==> config.mk <==
export PLATFORM = sky130hd
export DESIGN_NAME = wb_port_arbiter_flat
export DESIGN_NICKNAME = d
export VERILOG_FILES = /design/src/rtl/wb_port_arbiter_if.sv /design/src/rtl/wb_port_arbiter.sv /design/src/flat_wrapper.sv
export SDC_FILE = /design/constraint.sdc
export NUM_CORES = 1
export LEC_CHECK = 0
export ABC_AREA = 0
export CORE_MARGIN = 1
export CORE_UTILIZATION = 54
export CTS_BUF_LIST = sky130_fd_sc_hd__clkbuf_8
export CTS_CLUSTER_DIAMETER = 30
export DETAILED_ROUTE_END_ITERATION = 10
export PLACE_DENSITY_LB_ADDON = 0.08
export SLEW_MARGIN = 10
export SYNTH_ARGS = -nofsm -noshare
export SYNTH_HDL_FRONTEND = slang
export SYNTH_SLANG_ARGS = --single-unit
export TNS_END_PERCENT = 5
==> constraint.sdc <==
create_clock -name clk -period 3.7 [get_ports clk]
set_clock_uncertainty 0.2 [all_clocks]
set_input_delay 0.37 -clock clk [delete_from_list [all_inputs] [get_ports clk]]
set_output_delay 0.37 -clock clk [all_outputs]
set_load 0.005 [all_outputs]
==> src/rtl/wb_port_arbiter_if.sv <==
// Bundle of register-file write-port signals shared by the pipeline writeback,
// the multiply/divide unit and the decode-stage hazard check.
interface wb_port_arbiter_if #(
    parameter int n = 32
);
    logic         pipe_wb_en;
    logic [4:0]   pipe_dest;
    logic [n-1:0] pipe_value;
    logic         md_valid;
    logic         md_ready;
    logic [4:0]   md_dest;
    logic [n-1:0] md_value;
    logic [4:0]   src1;
    logic [4:0]   src2;
    logic         hazard_stall;
    logic         WB_en;
    logic [4:0]   dest;
    logic [n-1:0] WB_value;

    modport master (
        output pipe_wb_en, pipe_dest, pipe_value,
        output md_valid, md_dest, md_value,
        output src1, src2,
        input  md_ready, hazard_stall,
        input  WB_en, dest, WB_value
    );

    modport slave (
        input  pipe_wb_en, pipe_dest, pipe_value,
        input  md_valid, md_dest, md_value,
        input  src1, src2,
        output md_ready, hazard_stall,
        output WB_en, dest, WB_value
    );
endinterface

==> src/rtl/wb_port_arbiter.sv <==
// Register-file write-port arbiter: pipeline writes win, multiply/divide results
// wait in a 2-entry FIFO, younger pipeline writes squash buffered results (WAW).
module wb_port_arbiter #(
    parameter int n = 32
) (
    input  logic               clk,
    input  logic               rst,
    wb_port_arbiter_if.slave   bus
);
    logic         live   [2];
    logic [4:0]   edest  [2];
    logic [n-1:0] evalue [2];
    logic         head;
    logic [1:0]   count;

    logic         pipe_eff;
    logic         accept;
    logic         pop;
    logic         tail;
    logic         md_live;
    logic [1:0]   occ;
    logic         haz;

    assign pipe_eff = bus.pipe_wb_en && (bus.pipe_dest != 5'd0);
    assign bus.md_ready = (count != 2'd2) && !rst;
    assign accept   = bus.md_valid && bus.md_ready;
    assign pop      = !pipe_eff && (count != 2'd0);
    // Only used when count < 2, so the free slot sits just past the head.
    assign tail     = head ^ count[0];
    assign md_live  = (bus.md_dest != 5'd0) &&
                      !(pipe_eff && (bus.pipe_dest == bus.md_dest));

    assign occ[0] = (count == 2'd2) || ((count == 2'd1) && (head == 1'b0));
    assign occ[1] = (count == 2'd2) || ((count == 2'd1) && (head == 1'b1));

    always_comb begin
        haz = 1'b0;
        for (int unsigned i = 0; i < 2; i++) begin
            if (occ[i[0]] && live[i[0]]) begin
                if ((bus.src1 != 5'd0) && (edest[i[0]] == bus.src1)) haz = 1'b1;
                if ((bus.src2 != 5'd0) && (edest[i[0]] == bus.src2)) haz = 1'b1;
            end
        end
    end
    assign bus.hazard_stall = haz;

    always_ff @(posedge clk) begin
        if (rst) begin
            bus.WB_en    <= 1'b0;
            bus.dest     <= '0;
            bus.WB_value <= '0;
            head         <= 1'b0;
            count        <= 2'd0;
            for (int unsigned i = 0; i < 2; i++) begin
                live[i[0]]   <= 1'b0;
                edest[i[0]]  <= '0;
                evalue[i[0]] <= '0;
            end
        end else begin
            for (int unsigned i = 0; i < 2; i++) begin
                if (pipe_eff && (edest[i[0]] == bus.pipe_dest)) live[i[0]] <= 1'b0;
            end
            // The tail slot is free, so this never collides with a squash above.
            if (accept) begin
                live[tail]   <= md_live;
                edest[tail]  <= bus.md_dest;
                evalue[tail] <= bus.md_value;
            end

            if (pipe_eff) begin
                bus.WB_en    <= 1'b1;
                bus.dest     <= bus.pipe_dest;
                bus.WB_value <= bus.pipe_value;
            end else if (pop) begin
                bus.WB_en    <= live[head];
                bus.dest     <= edest[head];
                bus.WB_value <= evalue[head];
            end else begin
                bus.WB_en    <= 1'b0;
            end

            head  <= head ^ pop;
            count <= count + {1'b0, accept} - {1'b0, pop};
        end
    end
endmodule

==> src/flat_wrapper.sv <==
// flat-port wrapper written by rule: the top's interface ports become plain ports
module wb_port_arbiter_flat 
#(
    parameter int n = 32
)
  (clk, rst, bus_pipe_wb_en, bus_pipe_dest, bus_pipe_value, bus_md_valid, bus_md_dest, bus_md_value, bus_src1, bus_src2, bus_md_ready, bus_hazard_stall, bus_WB_en, bus_dest, bus_WB_value);
  wb_port_arbiter_if #(.n(n)) bus_i ();
  input  logic clk;
  input  logic rst;
  input wire logic [$bits(bus_i.pipe_wb_en)-1:0] bus_pipe_wb_en;
  input wire logic [$bits(bus_i.pipe_dest)-1:0] bus_pipe_dest;
  input wire logic [$bits(bus_i.pipe_value)-1:0] bus_pipe_value;
  input wire logic [$bits(bus_i.md_valid)-1:0] bus_md_valid;
  input wire logic [$bits(bus_i.md_dest)-1:0] bus_md_dest;
  input wire logic [$bits(bus_i.md_value)-1:0] bus_md_value;
  input wire logic [$bits(bus_i.src1)-1:0] bus_src1;
  input wire logic [$bits(bus_i.src2)-1:0] bus_src2;
  output wire logic [$bits(bus_i.md_ready)-1:0] bus_md_ready;
  output wire logic [$bits(bus_i.hazard_stall)-1:0] bus_hazard_stall;
  output wire logic [$bits(bus_i.WB_en)-1:0] bus_WB_en;
  output wire logic [$bits(bus_i.dest)-1:0] bus_dest;
  output wire logic [$bits(bus_i.WB_value)-1:0] bus_WB_value;
  assign bus_i.pipe_wb_en = bus_pipe_wb_en;
  assign bus_i.pipe_dest = bus_pipe_dest;
  assign bus_i.pipe_value = bus_pipe_value;
  assign bus_i.md_valid = bus_md_valid;
  assign bus_i.md_dest = bus_md_dest;
  assign bus_i.md_value = bus_md_value;
  assign bus_i.src1 = bus_src1;
  assign bus_i.src2 = bus_src2;
  assign bus_md_ready = bus_i.md_ready;
  assign bus_hazard_stall = bus_i.hazard_stall;
  assign bus_WB_en = bus_i.WB_en;
  assign bus_dest = bus_i.dest;
  assign bus_WB_value = bus_i.WB_value;
  wb_port_arbiter #(.n(n)) u_core (.clk(clk), .rst(rst), .bus(bus_i));
endmodule
==> results of run 1 <==
==> layer usage <==
metal	up-vias	global-route usage	share of wire
met5	-	0	0
met4	0	0.0959	0.020
met3	20	0.0652	0.053
met2	127	0.408	0.51
met1	1948	0.274	0.42
li1	1997	-	-
==> power by group <==
group,total [W],internal [W],switching (W)
clock,0.00136,0.000865,0.000496
combinational,0.00141,0.000683,0.000723
sequential,0.00187,0.00172,0.000154
total,0.00464,0.00326,0.00137
==> worst reg2reg max path, cell delays in order, from the launching register on <==
cell and delay (ns):
dfxtp_1 0.44, nor2b_1 0.33, nor2_1 0.11, and3_1 0.20, or2_2 0.64, a41o_1 0.37
==> cell usage after synthesis <==
cell,instances,area (um2)
and2_1,75,469
nor2b_1,2,12.5
edfxtp_1,76,2280
buf_2,2,10.0
nor4b_1,1,8.76
inv_1,4,15.0
xnor2_1,18,158
or2_2,3,18.8
or4_1,4,30.0
a41o_1,2,20.0
clkbuf_1,26,97.6
o22ai_1,1,6.26
nor2_1,83,312
buf_4,1,7.51
a211oi_2,24,300
nor3_1,4,20.0
ha_1,2,25.0
a211oi_1,13,97.6
o21a_1,1,7.51
buf_6,3,33.8
nor2_2,1,6.26
o21ai_0,3,15.0
mux2i_1,37,370
buf_1,3,11.3
mux2_2,1,11.3
nand4_1,1,6.26
dfxtp_1,41,821
nand3_1,2,10.0
and3_1,1,6.26
a31oi_1,2,12.5
a21oi_1,38,190
nor3b_1,1,7.51
nor4_1,4,25.0
xor2_1,21,184
==> through the flow <==
| step | std cells | hold WS [ns] | area, um2 |
|---|---|---|---|
| 2_1_floorplan | 501 | 0.311 | 5610 |
| 3_3_place_gp | 732 | 0.369 | 6940 |
| 3_5_place_dp | 732 | 0.402 | 6940 |
| 4_1_cts | 764 | 0.0836 | 7410 |
| 5_1_grt | 764 | 0.101 | 7410 |
| 6_report | 764 | 0.100 | 7410 |
==> cell type report <==
type                       instances  share of cell area
clock inverter                    11              0.0240
multi-input combinational        345               0.317
timing repair buffer             133               0.177
inverter                           4             0.00203
clock buffer                      21              0.0390
tap                              133              0.0225
sequential                       117               0.419
==> state kept, by name (all words and copies together) (netlist names) <==
signal / flops
u_core.bus.WB_value: 32
u_core.head: 1
u_core.count: 2
u_core.evalue: 64
u_core.live: 2
u_core.bus.WB_en: 1
u_core.bus.dest: 5
u_core.edest: 10
==> worst max-delay path by stage <==
stage | start | end | cells past startpoint
5_1_grt | u_core.head | bus_hazard_stall | 5
2_1_floorplan | bus_pipe_dest[4] | u_core.count[1] | 10
4_1_cts | u_core.head | bus_hazard_stall | 5
6_report | u_core.head | bus_hazard_stall | 5
3_3_place_gp | bus_pipe_dest[4] | u_core.count[1] | 10
3_5_place_dp | bus_pipe_dest[4] | u_core.count[1] | 10
==> cells by family (layout without fill, tap and decap cells) <==
| group | count (synthesis) | in the layout |
|---|---|---|
| AOI/OAI and AO/OA | 84 | 84 |
| xor gates and xnor gates | 39 | 39 |
| adders and majority gates | 2 | 2 |
| buffers and inverters | 39 | 169 |
| DFF | 117 | 117 |
| muxes | 38 | 38 |
| and+or+nand+nor | 182 | 182 |
==> cells in the final DEF (no fill, tap or decap), types with 5 or more instances in the layout <==
cell             instances
bufinv_16                5
xor2_1                  21
xnor2_1                 18
mux2i_1                 37
a211oi_2                24
and2_1                  75
nor2_1                  83
a211oi_1                13
clkdlybuf4s50_1        126
a21oi_1                 38
clkbuf_8                21
buf_4                    6
edfxtp_1                76
inv_1                    5
dfxtp_1                 40
==> flow_metrics.tcl, run 1 <==
set metrics [dict create \
    fin_tns_setup_ns 0 \
    synthesis.area_um2 5610 \
    netlist_instances 501 \
    synth_fp_nets 591 \
    clk_latency_ns 0.43 \
    ys_types 34 \
    worst_slack_ns 0.676 \
    hp-start "rst" \
    drv_cap 0 \
    hold_depth 2 \
    yosysSeqAreaShare 0.553 \
    dieArea_um2 10800 \
    core_region_area_um2 9910 \
    pre_cts_ws_ns 0.545 \
    antenna_found_initial 0 \
    overflow 0 \
    synth_xor_xnor_area_share 0.0609 \
    initial_core_util 0.566 \
    synthMuxAreaShare 0.0680 \
    cts_root_buffer "clkbuf_8" \
    num_antenna_cells 0 \
    cts_setup_buffers 0 \
    yosysWarningCount 0 \
    multiInputGateArea_um2 2350 \
    reg2regPathDepth 5 \
    status "finished, final reports clean" \
    rsz0062_at_grt "false" \
    dp_hpwl_um 7710 \
    critPathMaxStageDelay_ns 0.57 \
    clk_pin_slew_worst_paths_ns 0.07 \
    critPathTopFamily "buffers and inverters" \
    clock_path_buffers 2 \
    syn_area_per_cell_um2 11.2 \
    cp.buffers_inverters 2 \
    p_leak_nw 2.69 \
    ir_worst_vdd_mv 0.354 \
    cp_cell_sequence "buf_4 -> nor3_1 -> o21ai_0 -> o22ai_1 -> clkdlybuf4s50_1" \
    whs_endpoint "u_core.bus.WB_value[29]" \
    crit_required_ns 3.13 \
    cts_tree "done" \
    cts_max_level 4 \
    num_io_pins 128 \
    arrival_ns 2.45 \
    io_buffers 127 \
    finalPower_w 0.00464 \
    max_freq_mhz 331 \
    synthSimpleGateAreaFrac 0.166 \
    critPathKind "reg -> out" \
    vias_per_cell 5.36 \
    final_core_util 0.748 \
    startpoint_type "register" \
    area_growth_pct 32.1 \
    nFillCells 694 \
    setup_violations 0 \
    power_density_nw_per_um2 626 \
    clock-sinks 117 \
    num_rows 36 \
    gp_congestion 0.893 \
    seq_area_um2 3100 \
    totalWireLength_um 12000 \
    ant_nets 0 \
    die_h_um 104 \
    critPathMaxFanout 34 \
    hp-class "in -> reg" \
    finalHoldViolCount 0 \
    synth_compound_area_frac 0.116 \
    grt_pass1_vias 4095 \
    grt_pass1_wl_um 19900 \
    synth_top_family_by_area "simple AND/OR/NAND/NOR gates" \
    post_cts_resized 0 \
    fin_crit_ns 3.02 \
    tightestPinTransition_ns 0.981 \
    grt_max_degree 76 \
    drive_gt1_frac 0.109 \
    hold_buffers 0 \
    final.period_utilization 0.817 \
    critPathSlowestCell "buf_4" \
    drc 0 \
    dr_total_vias 4092 \
    die_w_um 104 \
    timing.slew.headroom 0.346 \
    firstDrtPassIters 5 \
    nNetsFinal 708 \
    wire_per_inst_um 15.7 \
    synth-adder-area-share 0.00446 \
    cp-end-kind "output port" \
    ys_seq_elements 117 \
    cts_buffers 17 \
    drtIter0Drc 165 \
    slew_violations 0 \
    reg2reg_slack_ns 1.18 \
    r2r-end "u_core.live[1]" \
    rr_startpoint "u_core.count[1]" \
    grt_usage 0.235 \
]
Note: power is estimated with default switching activity, not from simulation.
==> run 2: changes to the inputs <==
--- a/config.mk
+++ b/config.mk
@@ -7,7 +7,7 @@
 export LEC_CHECK = 0
 export ABC_AREA = 0
 export CORE_MARGIN = 1
-export CORE_UTILIZATION = 54
+export CORE_UTILIZATION = 47
 export CTS_BUF_LIST = sky130_fd_sc_hd__clkbuf_8
 export CTS_CLUSTER_DIAMETER = 30
 export DETAILED_ROUTE_END_ITERATION = 10
==> constraint.sdc (replaced) <==
create_clock -name clk -period 2.6 [get_ports clk]
set_clock_uncertainty 0.2 [all_clocks]
set_input_delay 0.26 -clock clk [delete_from_list [all_inputs] [get_ports clk]]
set_output_delay 0.26 -clock clk [all_outputs]
set_load 0.005 [all_outputs]
==> run 2 against run 1 <==
Against the previous run:
- the flow now finishes with violations (DRC)
- sequential power is 41% higher
- final cell count is 4.6% higher
- non-clock buffer count is 25 higher
- routed wire length is 4.6% higher
- clock-buffer cell count is 4 lower
- critical endpoint unchanged
==> flow_metrics.tcl, run 2 (same netlist as run 1, synthesis figures left out) <==
set metrics [dict create \
    area_growth_pct 35.1 \
    grt_usage 0.213 \
    nNetsFinal 733 \
    finalPower_w 0.00648 \
    cp-end-kind "output port" \
    final_core_util 0.658 \
    clock_path_buffers 2 \
    grt_pass1_wl_um 20300 \
    cts_buffers 17 \
    die_h_um 111 \
    core_region_area_um2 11500 \
    clk_latency_ns 0.43 \
    gp_congestion 0.807 \
    hold_depth 3 \
    reg.largest.list "u_core.evalue x64, u_core.bus.WB_value x32, u_core.edest x10" \
    whs_endpoint "u_core.bus.dest[4]" \
    status "complete, but fails checks" \
    largest_reg_flops 64 \
    power_density_nw_per_um2 855 \
    dieArea_um2 12400 \
    violations "DRC" \
    cts_tree "done" \
    setup_violations 0 \
    mostFrequentLayoutCells "125 x clkdlybuf4s50_1, 82 x nor2_1, 76 x edfxtp_1" \
    fin_area_um2 7580 \
    p_leak_nw 2.81 \
    hp-class "in -> reg" \
    num_rows 39 \
    totalWireLength_um 12600 \
    drtIter0Drc 179 \
    max_freq_mhz 410 \
    stdcell_count 799 \
    ant_nets 0 \
    grt_max_degree 76 \
    reg2reg_slack_ns 0.39 \
    timing.slew.headroom 0.360 \
    drc 20 \
    num_antenna_cells 0 \
    r2r-end "u_core.live[1]" \
    critPathMaxFanout 2 \
    crit_required_ns 2.14 \
    cts_max_level 4 \
    antenna_found_initial 0 \
    fin_crit_ns 2.44 \
    finalHoldViolCount 0 \
    io_buffers 127 \
    overflow 0 \
    tightestPinTransition_ns 0.960 \
    drive_gt1_frac 0.142 \
    startpoint_type "primary input" \
    rsz0062_at_grt "false" \
    ir_worst_vdd_mv 0.541 \
    wire_per_inst_um 15.7 \
    arrival_ns 1.98 \
    vias_per_cell 5.21 \
    reg2regPathDepth 5 \
    grt_pass1_vias 4170 \
    cts_root_buffer "clkbuf_8" \
    nFillCells 939 \
    final.period_utilization 0.937 \
    dp_cells 758 \
    num_io_pins 128 \
    regMostFlops "u_core.evalue" \
    clk_pin_slew_worst_paths_ns 0.07 \
    rr_startpoint "u_core.count[1]" \
    slew_violations 0 \
    clock-sinks 117 \
    final_common_cell "clkdlybuf4s50_1" \
    dr_total_vias 4163 \
    timing.hold.ws_ns 0.211 \
    die_w_um 111 \
    dp_hpwl_um 8170 \
    initial_core_util 0.487 \
    critPathKind "in -> out" \
    drv_cap 0 \
    hp-start "rst" \
    placed_area_um2 7100 \
    firstDrtPassIters 7 \
    hold_buffers 0 \
]
## run 2: per-stage QoR
| stage | setup slack (ns) | TNS, ns |
|---|---|---|
| after floorplan | 0.297 | 0 |
| after global placement | -0.0879 | -0.143 |
| after detailed placement | -0.173 | -0.364 |
| after CTS | 0.154 | 0 |
| after global routing | 0.123 | 0 |
| final | 0.163 | 0 |
## run 2: cell type report
type,count,area (um2),area share
inverter,4,15.0,0.00198
sequential,117,3100,0.410
timing repair buffer,158,1520,0.201
clock inverter,15,173,0.0228
multi-input combinational,345,2350,0.310
clock buffer,17,234,0.0309
tap,143,179,0.0236
## run 2: report_power, final
group	switching, W	total (W)	internal (W)	leakage [nW]
clock network	0.000711	0.00173	0.00102	0.224
logic	0.00106	0.00211	0.00105	1.45
registers	0.000205	0.00264	0.00244	1.13
total	0.00198	0.00648	0.00450	2.81
## run 2: repair_timing
| item | 4_1_cts | 5_1_grt |
|---|---|---|
| resized for setup | 2 | 0 |
| buffers inserted | 9 | 0 |
| setup endpoints to repair | 1 | 0 |
## run 2: worst max-delay path, cell delays in order
cell             delay [ns]
clkdlybuf4s50_1        0.42
or4_1                  0.54
nor2_2                 0.12
nor4_1                 0.07
a31oi_1                0.19
o22ai_1                0.10
dlygate4sd2_1          0.28
## run 2: worst max path at each step
stage | start | to | slack, ns | cells past startpoint
detailed placement | bus_pipe_dest[4] | u_core.count[1] | -0.17 | 10
floorplan | bus_pipe_dest[4] | u_core.count[1] | 0.30 | 10
CTS | bus_src1[0] | bus_hazard_stall | 0.15 | 7
global placement | bus_pipe_dest[4] | u_core.count[1] | -0.09 | 10
global route | bus_src1[3] | bus_hazard_stall | 0.12 | 7
finish | bus_src1[0] | bus_hazard_stall | 0.16 | 7
## run 2: routing by layer
metal	routed length, um	GRT usage	up-vias	part of all wire
met5	0	0	-	0
met4	214	0.0829	0	0.017
met3	677	0.0705	16	0.054
met2	6320	0.366	109	0.50
met1	5370	0.245	1994	0.43
li1	-	-	2044	-
